File: config.mk
export PLATFORM = sky130hd
export DESIGN_NAME = xtop
export DESIGN_NICKNAME = d
export VERILOG_FILES = /design/src/rtl/xtop.sv
export SDC_FILE = /design/constraint.sdc
export NUM_CORES = 1
export LEC_CHECK = 0
export CORE_MARGIN = 1
export CORE_UTILIZATION = 31
export CTS_BUF_LIST = sky130_fd_sc_hd__clkbuf_4 sky130_fd_sc_hd__clkbuf_8
export DETAILED_ROUTE_END_ITERATION = 10
export SETUP_SLACK_MARGIN = 0.4
export SLEW_MARGIN = 5
export SYNTH_ARGS = -nofsm -noshare
export SYNTH_HDL_FRONTEND = slang
export SYNTH_SLANG_ARGS = --single-unit
File: constraint.sdc
create_clock -name clk -period 22.8 [get_ports clk]
set_input_delay 2.28 -clock clk [delete_from_list [all_inputs] [get_ports clk]]
set_output_delay 2.28 -clock clk [all_outputs]
set_load 0.005 [all_outputs]
File: src/rtl/xtop.sv
// Sign-magnitude calculator: button-loaded operands, four ALU ops, sticky
// divide-by-zero trap, and a scanned four-digit seven-segment readout.

module xtop_regf (
   input  logic       clk,
   input  logic       rst,
   input  logic       ld,
   input  logic [7:0] a_w,
   input  logic [7:0] b_w,
   input  logic       ex,
   input  logic [1:0] op_w,
   input  logic       r_we,
   input  logic [7:0] r_w,
   input  logic       trap_w,
   output logic [7:0] a,
   output logic [7:0] b,
   output logic [7:0] r,
   output logic       trap
);
   logic [7:0] regf [16];

   always_ff @(posedge clk or posedge rst) begin
      if (rst) begin
         for (int i = 0; i < 16; i++) regf[i] <= 8'h00;
      end else begin
         if (ld) begin
            regf[0] <= a_w;
            regf[1] <= b_w;
         end
         if (ex)   regf[2] <= {6'b0, op_w};
         if (r_we) regf[3] <= r_w;
         regf[4] <= {7'b0, trap_w};
         for (int i = 5; i < 16; i++) regf[i] <= 8'h00;
      end
   end

   assign a    = regf[0];
   assign b    = regf[1];
   assign r    = regf[3];
   assign trap = regf[4][0];
endmodule

module xtop #(
   parameter int REFRESH_W = 16
) (
   input  logic       clk,
   input  logic       rst,
   input  logic       Btn3,
   input  logic       Btn2,
   input  logic [7:0] Sw,
   output logic [7:0] Led,
   output logic [7:0] Disp,
   output logic [3:0] Disp_sel,
   output logic       trap
);
   logic [7:0] a, b, r;
   logic [7:0] a_w, b_w, r_w;
   logic       ld, ex, div0, r_we, trap_w;
   logic [7:0] div_b, abs_r;
   logic [REFRESH_W-1:0] presc_q, presc_d;
   logic [1:0] idx_q, idx_d;

   function automatic logic [7:0] sm2tc(input logic [3:0] s);
      logic [7:0] mag;
      mag = {5'b0, s[2:0]};
      // negating a zero magnitude yields zero, so -0 stores as 0
      return s[3] ? 8'h00 - mag : mag;
   endfunction

   function automatic logic [7:0] seg(input logic [7:0] v);
      logic [7:0] c;
      case (v)
         8'd0: c = 8'hC0;
         8'd1: c = 8'hF9;
         8'd2: c = 8'hA4;
         8'd3: c = 8'hB0;
         8'd4: c = 8'h99;
         8'd5: c = 8'h92;
         8'd6: c = 8'h82;
         8'd7: c = 8'hF8;
         8'd8: c = 8'h80;
         8'd9: c = 8'h90;
         default: c = 8'hFF;
      endcase
      return c;
   endfunction

   always_comb begin
      ld     = ~trap & Btn3;
      ex     = ~trap & ~Btn3 & Btn2;
      a_w    = sm2tc(Sw[7:4]);
      b_w    = sm2tc(Sw[3:0]);
      div0   = ex & (Sw[1:0] == 2'b10) & (b == 8'h00);
      r_we   = ex & ~div0;
      trap_w = trap | div0;
      div_b  = (b == 8'h00) ? 8'h01 : b;
      r_w    = r;
      case (Sw[1:0])
         2'b00: r_w = a + b;
         2'b01: r_w = a * b;
         2'b10: r_w = $signed(a) / $signed(div_b);
         2'b11: r_w = a - b;
         default: r_w = r;
      endcase
   end

   xtop_regf regf (
      .clk    (clk),
      .rst    (rst),
      .ld     (ld),
      .a_w    (a_w),
      .b_w    (b_w),
      .ex     (ex),
      .op_w   (Sw[1:0]),
      .r_we   (r_we),
      .r_w    (r_w),
      .trap_w (trap_w),
      .a      (a),
      .b      (b),
      .r      (r),
      .trap   (trap)
   );

   always_comb begin
      presc_d = presc_q + 1'b1;
      idx_d   = idx_q;
      if (presc_q == '1) idx_d = idx_q + 2'd1;
   end

   always_ff @(posedge clk or posedge rst) begin
      if (rst) begin
         presc_q <= '0;
         idx_q   <= 2'd0;
      end else begin
         presc_q <= presc_d;
         idx_q   <= idx_d;
      end
   end

   assign Led      = r;
   assign abs_r    = r[7] ? 8'h00 - r : r;
   assign Disp_sel = ~(4'b0001 << idx_q);

   always_comb begin
      Disp = 8'hFF;
      case (idx_q)
         2'd0: Disp = seg(abs_r % 8'd10);
         2'd1: Disp = seg((abs_r / 8'd10) % 8'd10);
         2'd2: Disp = seg(abs_r / 8'd100);
         2'd3: Disp = r[7] ? 8'hBF : 8'hFF;
         default: Disp = 8'hFF;
      endcase
   end
endmodule

## Word-level counts from Yosys, hierarchy flattened

Memory sizes are Yosys's and may differ from the RTL's.
Index checks and enable logic that the tools add are counted.

| cells by class | value |
|---|---|
| add/sub/neg operators | 7 |
| multiply operators | 1 |
| div/mod/pow operators | 5 |
| order comparisons | 0 |
| equality and inequality tests | 7 |
| shifts and indexed selects | 1 |
| multiplexer cells | 10 |
| bitwise operators | 11 |
| reduce and logical (&&, ||, !) cells | 6 |

Operators by type and width:

| operator | number |
|---|---|
| one-hot mux 8 bit (4 select lines) | 2 |
| 2-to-1 mux 8 bit | 7 |
| adder 16 x 1 -> 16 bit (second input constant) | 1 |
| equality test 16 bit (second input constant) | 1 |
| remainder unit 8 x 4 -> 8 bit (second input constant) | 2 |
| logical NOT 4 bit | 3 |
| adder 8 bit | 1 |
| divider 8 x 4 -> 8 bit (second input constant) | 1 |
| divider 8 x 7 -> 8 bit (second input constant) | 1 |
| divider 8 x 8 -> 8 bit | 1 |
| equality test 2 bit (second input constant) | 4 |
| logical NOT 8 bit | 1 |
| multiplier 8 x 8 -> 8 bit | 1 |
| subtractor 1 x 3 -> 4 bit (first input constant) | 2 |
| subtractor 1 x 8 -> 8 bit (first input constant) | 1 |
| subtractor 8 bit | 1 |
| 2-to-1 mux 7 bit | 1 |
| bitwise AND 1 bit | 6 |
| equality test 2 x 1 -> 1 bit (second input constant) | 2 |
| logical NOT 2 bit | 2 |
| NOT 4 bit | 1 |
| left shift 1 x 2 -> 4 bit (first input constant) | 1 |
| NOT 1 bit | 3 |
| adder 2 x 1 -> 2 bit (second input constant) | 1 |
| OR 1 bit | 1 |

| word-level totals | value |
|---|---|
| bits in registers | 43 |
| bits in latches | 0 |
| memory bits (writable) | 0 |
| bits in read-only memories | 336 |
| input bits | 12 |
| output and inout bits | 21 |
| word-level logic and storage cells | 57 |
| memories | 3 |

Memory list:

| memory | depth | bits a word | read ports | clocked after Yosys merged registers in | write ports | RTL line | RTL |
|---|---|---|---|---|---|---|---|
| (no name shown) | 16 | 7 | 1 | 0 | 0 | 72 | `case (v)` |
| (no name shown) | 16 | 7 | 1 | 0 | 0 | 72 |  |
| (no name shown) | 16 | 7 | 1 | 0 | 0 | 72 |  |

## Longest topological paths before layout

Gate-level depths: netlist (run 1).

| logic depth | value |
|---|---|
| depth after elaboration | 7 |
| gate-level depth with buffers | 65 |
| depth with buffers taken out | 62 |

## By module

A second synthesis (run 1) with hierarchy kept.

| second synthesis, totals | value |
|---|---|
| cell total of the unflattened synthesis | 913 |
| area total of the unflattened synthesis | 7467.2 um^2 |

By module, submodules not included:

| module | instances | cells each | area an instance (um^2) | seq. area each (um^2) |
|---|---|---|---|---|
| xtop | 1 | 860 | 6493.7 | 450.4 |
| xtop_regf | 1 | 53 | 973.4 | 625.6 |

## Worst setup path after synthesis (run 1)

No wires, ideal clock.

| timing path | value |
|---|---|
| kind | reg-to-reg |
| start | register regf.regf, in the netlist regf.b[1] |
| end | register regf.regf, in the netlist regf.r[7] |
| library setup time | 145 ps |
| arrival | 12682 ps |
| required time | 22655 ps |
| slack | 9973 ps |
| stages on the path, launching flop included | 64 |
| path buffers | 3 |
| clock period less this slack | 12827 ps |
| cell sequence | dfrtp_1 clkbuf_1 inv_1 ha_1 nor3b_1 ha_1 nor2_1 clkbuf_1 ha_1 mux2i_1 or2_2 ha_1 o21a_1 o211ai_1 nor2_1 ha_1 a21oi_1 nor2b_1 [28 not listed] a21oi_1 nor2_1 nor4_1 nor2_1 clkbuf_1 mux2i_1 ha_1 a21boi_0 o21a_1 o21a_1 o21ai_0 a21oi_1 a2111oi_0 o21ai_0 o41ai_1 xor2_1 a21oi_1 o22ai_1 |

| on the way | value |
|---|---|
| cells in the longest elaborated chain, start to end | 4 |
| elaborated cells between the ends (all ways) | 10 |
| those cells by class | add/sub (2); mul (1); div (1); mux (2); bitwise (3); reduce/logical (1) |

RTL lines:

| what | RTL line | RTL |
|---|---|---|
| start, declared | 20 | `logic [7:0] regf [16];` |
| logical NOT 8 bit | 93, 96 |  |
| 2-to-1 mux 8 bit or bitwise AND 1 bit (tied branches) | 96, 93 |  |
| divider 8 x 8 -> 8 bit or NOT 1 bit (tied branches) | 101, 94 |  |
| one-hot mux 8 bit (4 select lines) or bitwise AND 1 bit (tied branches) | 98, 94 |  |

Several ways; a longest one is shown, not always the timed one.
A chain may end at the register's enable or synchronous reset.

## Worst setup path in the final report (run 1)

| timing path | value |
|---|---|
| start | register regf.regf, in the netlist regf.b[1] |
| end | register regf.regf, in the netlist regf.r[5] |

The elaborated chain is that of the path after synthesis.

==> flow_metrics.env, run 1 <==
export IMPL_status="finished clean"
export IMPL_ys_seq_area_share_pct=13.5
export IMPL_ys_seq_elements=35
export IMPL_fmax_ghz=0.0689
export IMPL_numCtsBuffers=5
export IMPL_place_congestion=0.836
export IMPL_cts_sinks=35
export IMPL_async_flop_share_pct=100
export IMPL_multiInputGateArea_mm2=0.00522
export IMPL_synth_cell_type_count=91
export IMPL_path_max_fanout=14
export IMPL_syn_inst=815
export IMPL_layout_drive_gt1_share_pct=6.22
export IMPL_synth_area_mm2=0.00649
export IMPL_drc_errors=0
export IMPL_clockBufferDepth=2
export IMPL_initial_core_util_pct=31.9
export IMPL_ant_nets=0
export IMPL_clock_latency_ps=290
export IMPL_avgRoutedWirePerCell_um=14.0
export IMPL_firstDrtPassIters=5
export IMPL_post_cts_buffers=0
export IMPL_antenna_cells=0
export IMPL_io_pins=33
export IMPL_slowest_delay_ps=660
export IMPL_fin_crit_ps=14510
export IMPL_fillers=2116
export IMPL_crit_start="regf.b[1]$_DFFE_PP0P_"
export IMPL_hold_buffers=0
export IMPL_grt_usage_pct=14.5
export IMPL_die_width_um=147
export IMPL_hold_depth=1
export IMPL_rr_startpoint="regf.b[1]$_DFFE_PP0P_"
export IMPL_crit_path_end_kind="flip-flop"
export IMPL_crit_top_cell="ha_1"
export IMPL_antenna_found_initial=0
export IMPL_final_net_count=957
export IMPL_cts_repair_resized=0
export IMPL_overflow=0
export IMPL_die_y_um=147
export IMPL_drt_total_wl_um=15400
export IMPL_final_max_slew_violation_count=0
export IMPL_syn_avg_cell_area_um2=7.96
export IMPL_io_buffers=31
export IMPL_cpMaxStageDelayCell="a2111oi_0"
export IMPL_path_clk_slew_ps=80
export IMPL_dp_hpwl_um=12300
export IMPL_ys_warn_count=0
export IMPL_grt_start_max_net_pins=36
export IMPL_clock_root_buffer="clkbuf_8"
export IMPL_start_kind="flip-flop"
export IMPL_rsz0062_at_grt="false"
export IMPL_relSlewSlack_pct=36.1
export IMPL_seq_area_um2=876
export IMPL_syn_to_final_growth_pct=10.4
export IMPL_finalSetupTns_ps=0
export IMPL_synth_flop_cell="dfrtp_1"
export IMPL_vias=5783
export IMPL_core_area_mm2=0.0204
export IMPL_finalCritPeriodShare_pct=63.7
export IMPL_required_ps=22950
export IMPL_drv_cap=0
export IMPL_hold_path_startpoint="presc_q[12]$_DFF_PP0_"
export IMPL_hold_violations=0
export IMPL_cts_tree="built"
export IMPL_fin_skew_ps=13.9
export IMPL_avgViaCountPerCell=5.23
export IMPL_first_iter_violations=291
export IMPL_grt_pass1_vias=5420
export IMPL_worst_r2r_cell_count=61
export IMPL_setup_violations=0
export IMPL_critical_path_arrival_ps=14660
export IMPL_rows=52
export IMPL_hp_class="flip-flop to flip-flop"
export IMPL_grt_pass1_wl_um=26200
export IMPL_synth_edf_count=0
export IMPL_tightest_slew_ps=945
export IMPL_die_area_mm2=0.0215
export IMPL_critPathKind="flip-flop to flip-flop"
export IMPL_htreeDepth=2
-- metal layers --
layer  GRT usage [%]  share of wire (%)  wire, µm  vias up
li1                -                  -         -     2939
met1            20.6                 50      7760     2715
met2            24.1                 46      7100      119
met3            1.34                3.1       484       10
met4            1.72               0.56        87        0
met5               0                  0         0        -
-- per-stage QoR --
stage | instances | setup WS (ps) | hold slack [ps] | area (µm²) | utilization, %
finish | 1106 | 8290 | 470 | 7160 | 35.2
CTS | 1106 | 8290 | 472 | 7160 | 35.2
floorplan | 826 | 9970 | 437 | 6530 | -
global placement | 1098 | 8890 | 456 | 7050 | 34.6
global route | 1106 | 6770 | 486 | 7160 | 35.2
detailed placement | 1098 | 8320 | 458 | 7050 | 34.6
-- cell usage after synthesis, types with 5 or more instances --
library cell	number	area share, %
a211oi_1	9	1.0
a21boi_0	5	0.58
a21o_1	11	1.3
a21oi_1	37	2.9
a2bb2oi_1	5	0.68
a31oi_1	6	0.58
and2_1	11	1.1
and3_1	11	1.1
buf_2	6	0.46
clkbuf_1	21	1.2
dfrtp_1	35	14
fa_1	13	4.0
ha_1	97	19
inv_1	72	4.2
mux2_2	6	1.0
mux2i_1	10	1.5
nand2_1	65	3.8
nand2b_1	7	0.68
nand3_1	23	1.8
nand4_1	5	0.48
nor2_1	58	3.4
nor2b_1	13	1.3
nor3_1	13	1.0
o21a_1	15	1.7
o21ai_0	46	3.5
o21ai_1	6	0.46
o21bai_1	9	1.0
o22ai_1	6	0.58
o31ai_1	14	1.6
or2_2	5	0.48
or3_1	12	1.2
xnor2_1	49	6.6
xor2_1	14	1.9
-- path summary, 6_finish.rpt --
kind                                         end  slack [ps]
setup / recovery           regf.r[5]$_DFFE_PP0P_        8290
hold / removal             presc_q[12]$_DFF_PP0_         470
setup reg to reg           regf.r[5]$_DFFE_PP0P_        8290
hold reg to reg            presc_q[12]$_DFF_PP0_         470
max in group asynchronous    regf.trap$_DFF_PP0_       20080
min in group asynchronous  presc_q[11]$_DFF_PP0_        2390
-- cell type report --
cell class | instances | share of cell area [%]
tap | 270 | 4.72
clock buffer | 5 | 0.961
clock inverter | 3 | 0.646
timing repair buffer | 34 | 4.65
sequential | 35 | 12.2
multi-input combinational | 685 | 72.9
inverter | 74 | 3.88
-- layout by cell type, fill, tap and decap left out, drive strengths merged, types with 12 or more instances in the layout --
master,netlist,layout
o31ai,15,15
clkdlybuf4s50,0,31
o21ai,54,54
nor2,59,59
nor3,16,16
fa,13,13
and2,12,12
nand2,65,65
xor2,14,14
or3,13,13
conb,2,13
dfrtp,35,35
ha,97,97
a21oi,39,39
o21a,15,15
inv,73,74
xnor2,49,49
nand3,23,23
nor2b,13,13
-- critical path, delay by kind of cell, from the launching register on --
family                   cells  cell delay [ps]
AO/OA/AOI/OAI               25             5590
AND/OR/NAND/NOR             17             3790
adder cells (fa/ha/maj)     10             2960
multiplexers                 3              570
buffers and inverters        3              510
flip-flops                   1              480
XOR/XNOR                     3              470
-- cells by family after synthesis --
| group | after synthesis | synth area share (%) |
|---|---|---|
| xor+xnor | 63 | 8.51 |
| fa+ha+maj | 110 | 22.7 |
| flops | 35 | 13.5 |
| mux | 17 | 2.93 |
| other cells | 2 | 0.116 |
| compound gates | 231 | 26.1 |
| simple gates | 251 | 19.6 |
| buf+inv | 106 | 6.60 |
-- state kept, by name, summed over array words and instances (netlist names) --
| signal | count |
|---|---|
| regf.b | 4 |
| presc_q | 16 |
| idx_q | 2 |
| regf.r | 8 |
| regf.a | 4 |
| regf.trap | 1 |
Power of run 1 is left out: the tool's default activity adds up to more than one toggle a clock period on the data nets, which glitch-free logic cannot reach.
==> run 2: changes to the inputs <==
==> constraint.sdc (replaced) <==
create_clock -name clk -period 14.15 [get_ports clk]
set_input_delay 1.415 -clock clk [delete_from_list [all_inputs] [get_ports clk]]
set_output_delay 1.415 -clock clk [all_outputs]
set_load 0.005 [all_outputs]
==> flow_metrics.env, run 2 (same netlist as run 1, synthesis figures left out) <==
export IMPL_rr_startpoint="regf.b[0]$_DFFE_PP0P_"
export IMPL_firstDrtPassIters=5
export IMPL_path_buf_inv=4
export IMPL_die_width_um=147
export IMPL_path_max_fanout=11
export IMPL_syn_to_final_growth_pct=11.4
export IMPL_final_net_count=959
export IMPL_grt_pass1_wl_um=26600
export IMPL_critical_path_arrival_ps=12860
export IMPL_fmax_ghz=0.0790
export IMPL_antenna_found_initial=0
export IMPL_avgViaCountPerCell=5.28
export IMPL_grt_pass1_vias=5535
export IMPL_vias=5850
export IMPL_cpMaxStageDelayCell="dfrtp_1"
export IMPL_required_ps=14350
export IMPL_place_congestion=0.834
export IMPL_grt_start_max_net_pins=36
export IMPL_initial_core_util_pct=31.9
export IMPL_antenna_cells=0
export IMPL_fin_skew_ps=7.78
export IMPL_clock_root_buffer="clkbuf_8"
export IMPL_overflow=0
export IMPL_die_y_um=147
export IMPL_drt_total_wl_um=15700
export IMPL_start_kind="flip-flop"
export IMPL_hold_buffers=0
export IMPL_critPathKind="flip-flop to flip-flop"
export IMPL_cts_sinks=35
export IMPL_whs_ps=465
export IMPL_layout_drive_gt1_share_pct=7.29
export IMPL_dp_cells=1099
export IMPL_first_iter_violations=292
export IMPL_finalNonFillerCells=1107
export IMPL_hold_path_startpoint="presc_q[15]$_DFF_PP0_"
export IMPL_path_clk_slew_ps=70
export IMPL_setup_violations=0
export IMPL_regMostFlops="presc_q"
export IMPL_fillers=2141
export IMPL_rows=52
export IMPL_multiInputGateArea_mm2=0.00528
export IMPL_layout_common_cells="ha_1 (97), inv_1 (72), nand2_1 (64), nor2_1 (57), xnor2_1 (49)"
export IMPL_cp_top_family="compound AO/OA/AOI/OAI gates"
export IMPL_final_common_cell="ha_1"
export IMPL_crit_start="regf.b[0]$_DFFE_PP0P_"
export IMPL_numCtsBuffers=5
export IMPL_hold_violations=0
export IMPL_avgRoutedWirePerCell_um=14.2
export IMPL_slowest_delay_ps=500
export IMPL_htreeDepth=2
export IMPL_finalSetupTns_ps=0
export IMPL_fin_crit_ps=12660
export IMPL_regToRegSetupSlack_ps=1490
export IMPL_final_max_slew_violation_count=0
export IMPL_ant_nets=0
export IMPL_grt_usage_pct=14.7
export IMPL_hp_class="flip-flop to flip-flop"
export IMPL_largest_reg_flops=16
export IMPL_io_buffers=31
export IMPL_rsz0062_at_grt="false"
export IMPL_io_pins=33
export IMPL_finalCritPeriodShare_pct=89.4
export IMPL_drv_cap=0
export IMPL_status="finished clean"
export IMPL_seq_area_um2=876
export IMPL_cts_tree="built"
export IMPL_clock_latency_ps=290
export IMPL_dp_hpwl_um=12500
export IMPL_drc_errors=0
export IMPL_crit_top_cell="ha_1"
export IMPL_die_area_mm2=0.0215
export IMPL_relSlewSlack_pct=36.3
export IMPL_tightest_slew_ps=942
export IMPL_core_area_mm2=0.0204
export IMPL_crit_path_end_kind="flip-flop"
export IMPL_clockBufferDepth=2
-- run 2: final cells by class --
class,instances,area share [%]
multi-input combinational,685,73.1
sequential,35,12.1
timing repair buffer,36,4.81
tap,270,4.67
inverter,74,3.84
clock buffer,5,0.952
clock inverter,2,0.519
-- run 2: repair_timing --
action / in CTS / in global routing
resized for setup: 2 / 13
cloned: 0 / 0
setup endpoints to repair: 4 / 8
pin swaps: 0 / 1
buffers inserted: 0 / 1
-- run 2: per-layer routing --
| layer | track usage (%) | up-vias | share of wire (%) |
|---|---|---|---|
| li1 | - | 2948 | - |
| met1 | 20.7 | 2787 | 50 |
| met2 | 24.9 | 103 | 46 |
| met3 | 1.13 | 12 | 2.9 |
| met4 | 2.19 | 0 | 0.83 |
| met5 | 0 | - | 0 |
-- run 2: path summary, 6_finish.rpt --
path	endpoint	cells after the start
max in group asynchronous	regf.trap$_DFF_PP0_	3
worst max register to register	regf.r[4]$_DFFE_PP0P_	62
min in group asynchronous	presc_q[11]$_DFF_PP0_	3
worst max-delay path	regf.r[4]$_DFFE_PP0P_	62
worst min-delay path	presc_q[15]$_DFF_PP0_	1
worst min register to register	presc_q[15]$_DFF_PP0_	1
-- run 2: per-stage QoR --
step / setup slack (ps) / cell area, µm² / utilization [%]
final: 1490 / 7230 / 35.5
after global routing: 421 / 7230 / 35.5
after CTS: 562 / 7170 / 35.2
after detailed placement: 294 / 7060 / 34.6
after global placement: 591 / 7060 / 34.6
after floorplan: 1320 / 6530 / -
Power of run 2 is left out for the same reason.
==> run 3: changes to the inputs <==
--- a/config.mk
+++ b/config.mk
@@ -7,7 +7,6 @@
 export LEC_CHECK = 0
 export CORE_MARGIN = 1
 export CORE_UTILIZATION = 31
-export CTS_BUF_LIST = sky130_fd_sc_hd__clkbuf_4 sky130_fd_sc_hd__clkbuf_8
 export DETAILED_ROUTE_END_ITERATION = 10
 export SETUP_SLACK_MARGIN = 0.4
 export SLEW_MARGIN = 5
==> flow_metrics.env, run 3 (same netlist as run 1, synthesis figures left out) <==
export IMPL_status="finished clean"
export IMPL_tightest_slew_ps=965
export IMPL_cpMaxStageDelayCell="dfrtp_1"
export IMPL_final_net_count=959
export IMPL_initial_core_util_pct=31.9
export IMPL_crit_path_end_kind="flip-flop"
export IMPL_firstDrtPassIters=5
export IMPL_layout_drive_gt1_share_pct=7.29
export IMPL_largest_reg_flops=16
export IMPL_finalSetupTns_ps=0
export IMPL_grt_pass1_wl_um=26700
export IMPL_drt_total_wl_um=15700
export IMPL_cts_sinks=35
export IMPL_relSlewSlack_pct=34.8
export IMPL_fin_crit_ps=12650
export IMPL_clock_latency_ps=280
export IMPL_cts_tree="built"
export IMPL_htreeDepth=2
export IMPL_clockBufferDepth=2
export IMPL_fin_ws_ps=1500
export IMPL_final_max_slew_violation_count=0
export IMPL_avgViaCountPerCell=5.27
export IMPL_critical_path_arrival_ps=12840
export IMPL_fmax_ghz=0.0790
export IMPL_drv_cap=0
export IMPL_hold_violations=0
export IMPL_regToRegSetupSlack_ps=1500
export IMPL_setup_violations=0
export IMPL_grt_pass1_vias=5544
export IMPL_overflow=0
export IMPL_io_pins=33
export IMPL_grt_usage_pct=14.8
export IMPL_dp_slack_ps=294
export IMPL_start_kind="flip-flop"
export IMPL_dp_hpwl_um=12500
export IMPL_slowest_delay_ps=490
export IMPL_finalCritPeriodShare_pct=89.4
export IMPL_crit_top_cell="ha_1"
export IMPL_path_max_fanout=11
export IMPL_place_congestion=0.834
export IMPL_critPathKind="flip-flop to flip-flop"
export IMPL_required_ps=14340
export IMPL_regMostFlops="presc_q"
export IMPL_avgRoutedWirePerCell_um=14.2
export IMPL_hp_class="flip-flop to flip-flop"
export IMPL_numCtsBuffers=5
export IMPL_io_buffers=31
export IMPL_clock_root_buffer="clkbuf_16"
export IMPL_drc_errors=0
export IMPL_core_area_mm2=0.0204
export IMPL_final_common_cell="ha_1"
export IMPL_grt_start_max_net_pins=36
export IMPL_fin_skew_ps=5.17
export IMPL_rows=52
export IMPL_first_iter_violations=285
export IMPL_path_clk_slew_ps=60
export IMPL_die_width_um=147
export IMPL_layout_common_cells="ha_1 (97), inv_1 (72), nand2_1 (64), nor2_1 (57), xnor2_1 (49)"
export IMPL_die_y_um=147
export IMPL_ant_nets=0
export IMPL_rsz0062_at_grt="false"
export IMPL_die_area_mm2=0.0215
export IMPL_vias=5829
export IMPL_antenna_cells=0
export IMPL_syn_to_final_growth_pct=12.3
export IMPL_antenna_found_initial=0
==> run 3: changes by cell type in the layout (fill, tap and decap cells not counted) <==
cell	change
clkbuf_16	+5
clkbuf_8	-5
==> run 3: area by class of cell <==
cell class	count	area (µm²)
Multi-Input combinational cell	685	5280
Inverter	74	278
Clock buffer	5	125
Sequential cell	35	876
Fill cell	2133	13100
Tap cell	270	338
Timing Repair Buffer	36	348
Clock inverter	2	37.5
==> run 3: what timing repair did <==
item	in CTS	in global routing
resized for setup	2	13
setup buffers	0	1
pin swaps	0	1
hold buffers	0	0
setup endpoints to repair	4	8
==> run 3: worst paths after layout <==
| kind | startpoint | end | cells after the start |
|---|---|---|---|
| min in group asynchronous | rst | presc_q[14]$_DFF_PP0_ | 3 |
| hold / removal | presc_q[15]$_DFF_PP0_ | presc_q[15]$_DFF_PP0_ | 1 |
| max in group asynchronous | rst | regf.trap$_DFF_PP0_ | 3 |
| setup / recovery | regf.b[0]$_DFFE_PP0P_ | regf.r[4]$_DFFE_PP0P_ | 62 |
| hold reg to reg | presc_q[15]$_DFF_PP0_ | presc_q[15]$_DFF_PP0_ | 1 |
| setup reg to reg | regf.b[0]$_DFFE_PP0P_ | regf.r[4]$_DFFE_PP0P_ | 62 |
==> run 3: routing by layer <==
layer	GRT usage [%]	part of all wire [%]	wire [µm]
met1	20.8	50	7930
met2	24.9	46	7190
met3	1.22	3.0	476
met4	2.34	0.88	138
met5	0	0	0
==> run 3: metrics by stage <==
step	hold slack [ps]	area [µm²]	utilization (%)	instances
after floorplan	437	6530	-	826
after global placement	453	7060	34.6	1099
after detailed placement	454	7060	34.6	1099
after CTS	470	7220	35.5	1106
after global routing	483	7280	35.8	1107
final	464	7280	35.8	1107
==> run 3: critical path, delay by kind of cell, from the launching register on <==
kind	cells	cell delay [ps]
AO/OA/AOI/OAI	23	4690
buffers and inverters	4	450
multiplexers	3	510
adder cells (fa/ha/maj)	11	3260
AND/OR/NAND/NOR	18	2640
flip-flops	1	490
XOR/XNOR	3	530
Power of run 3 is left out for the same reason.
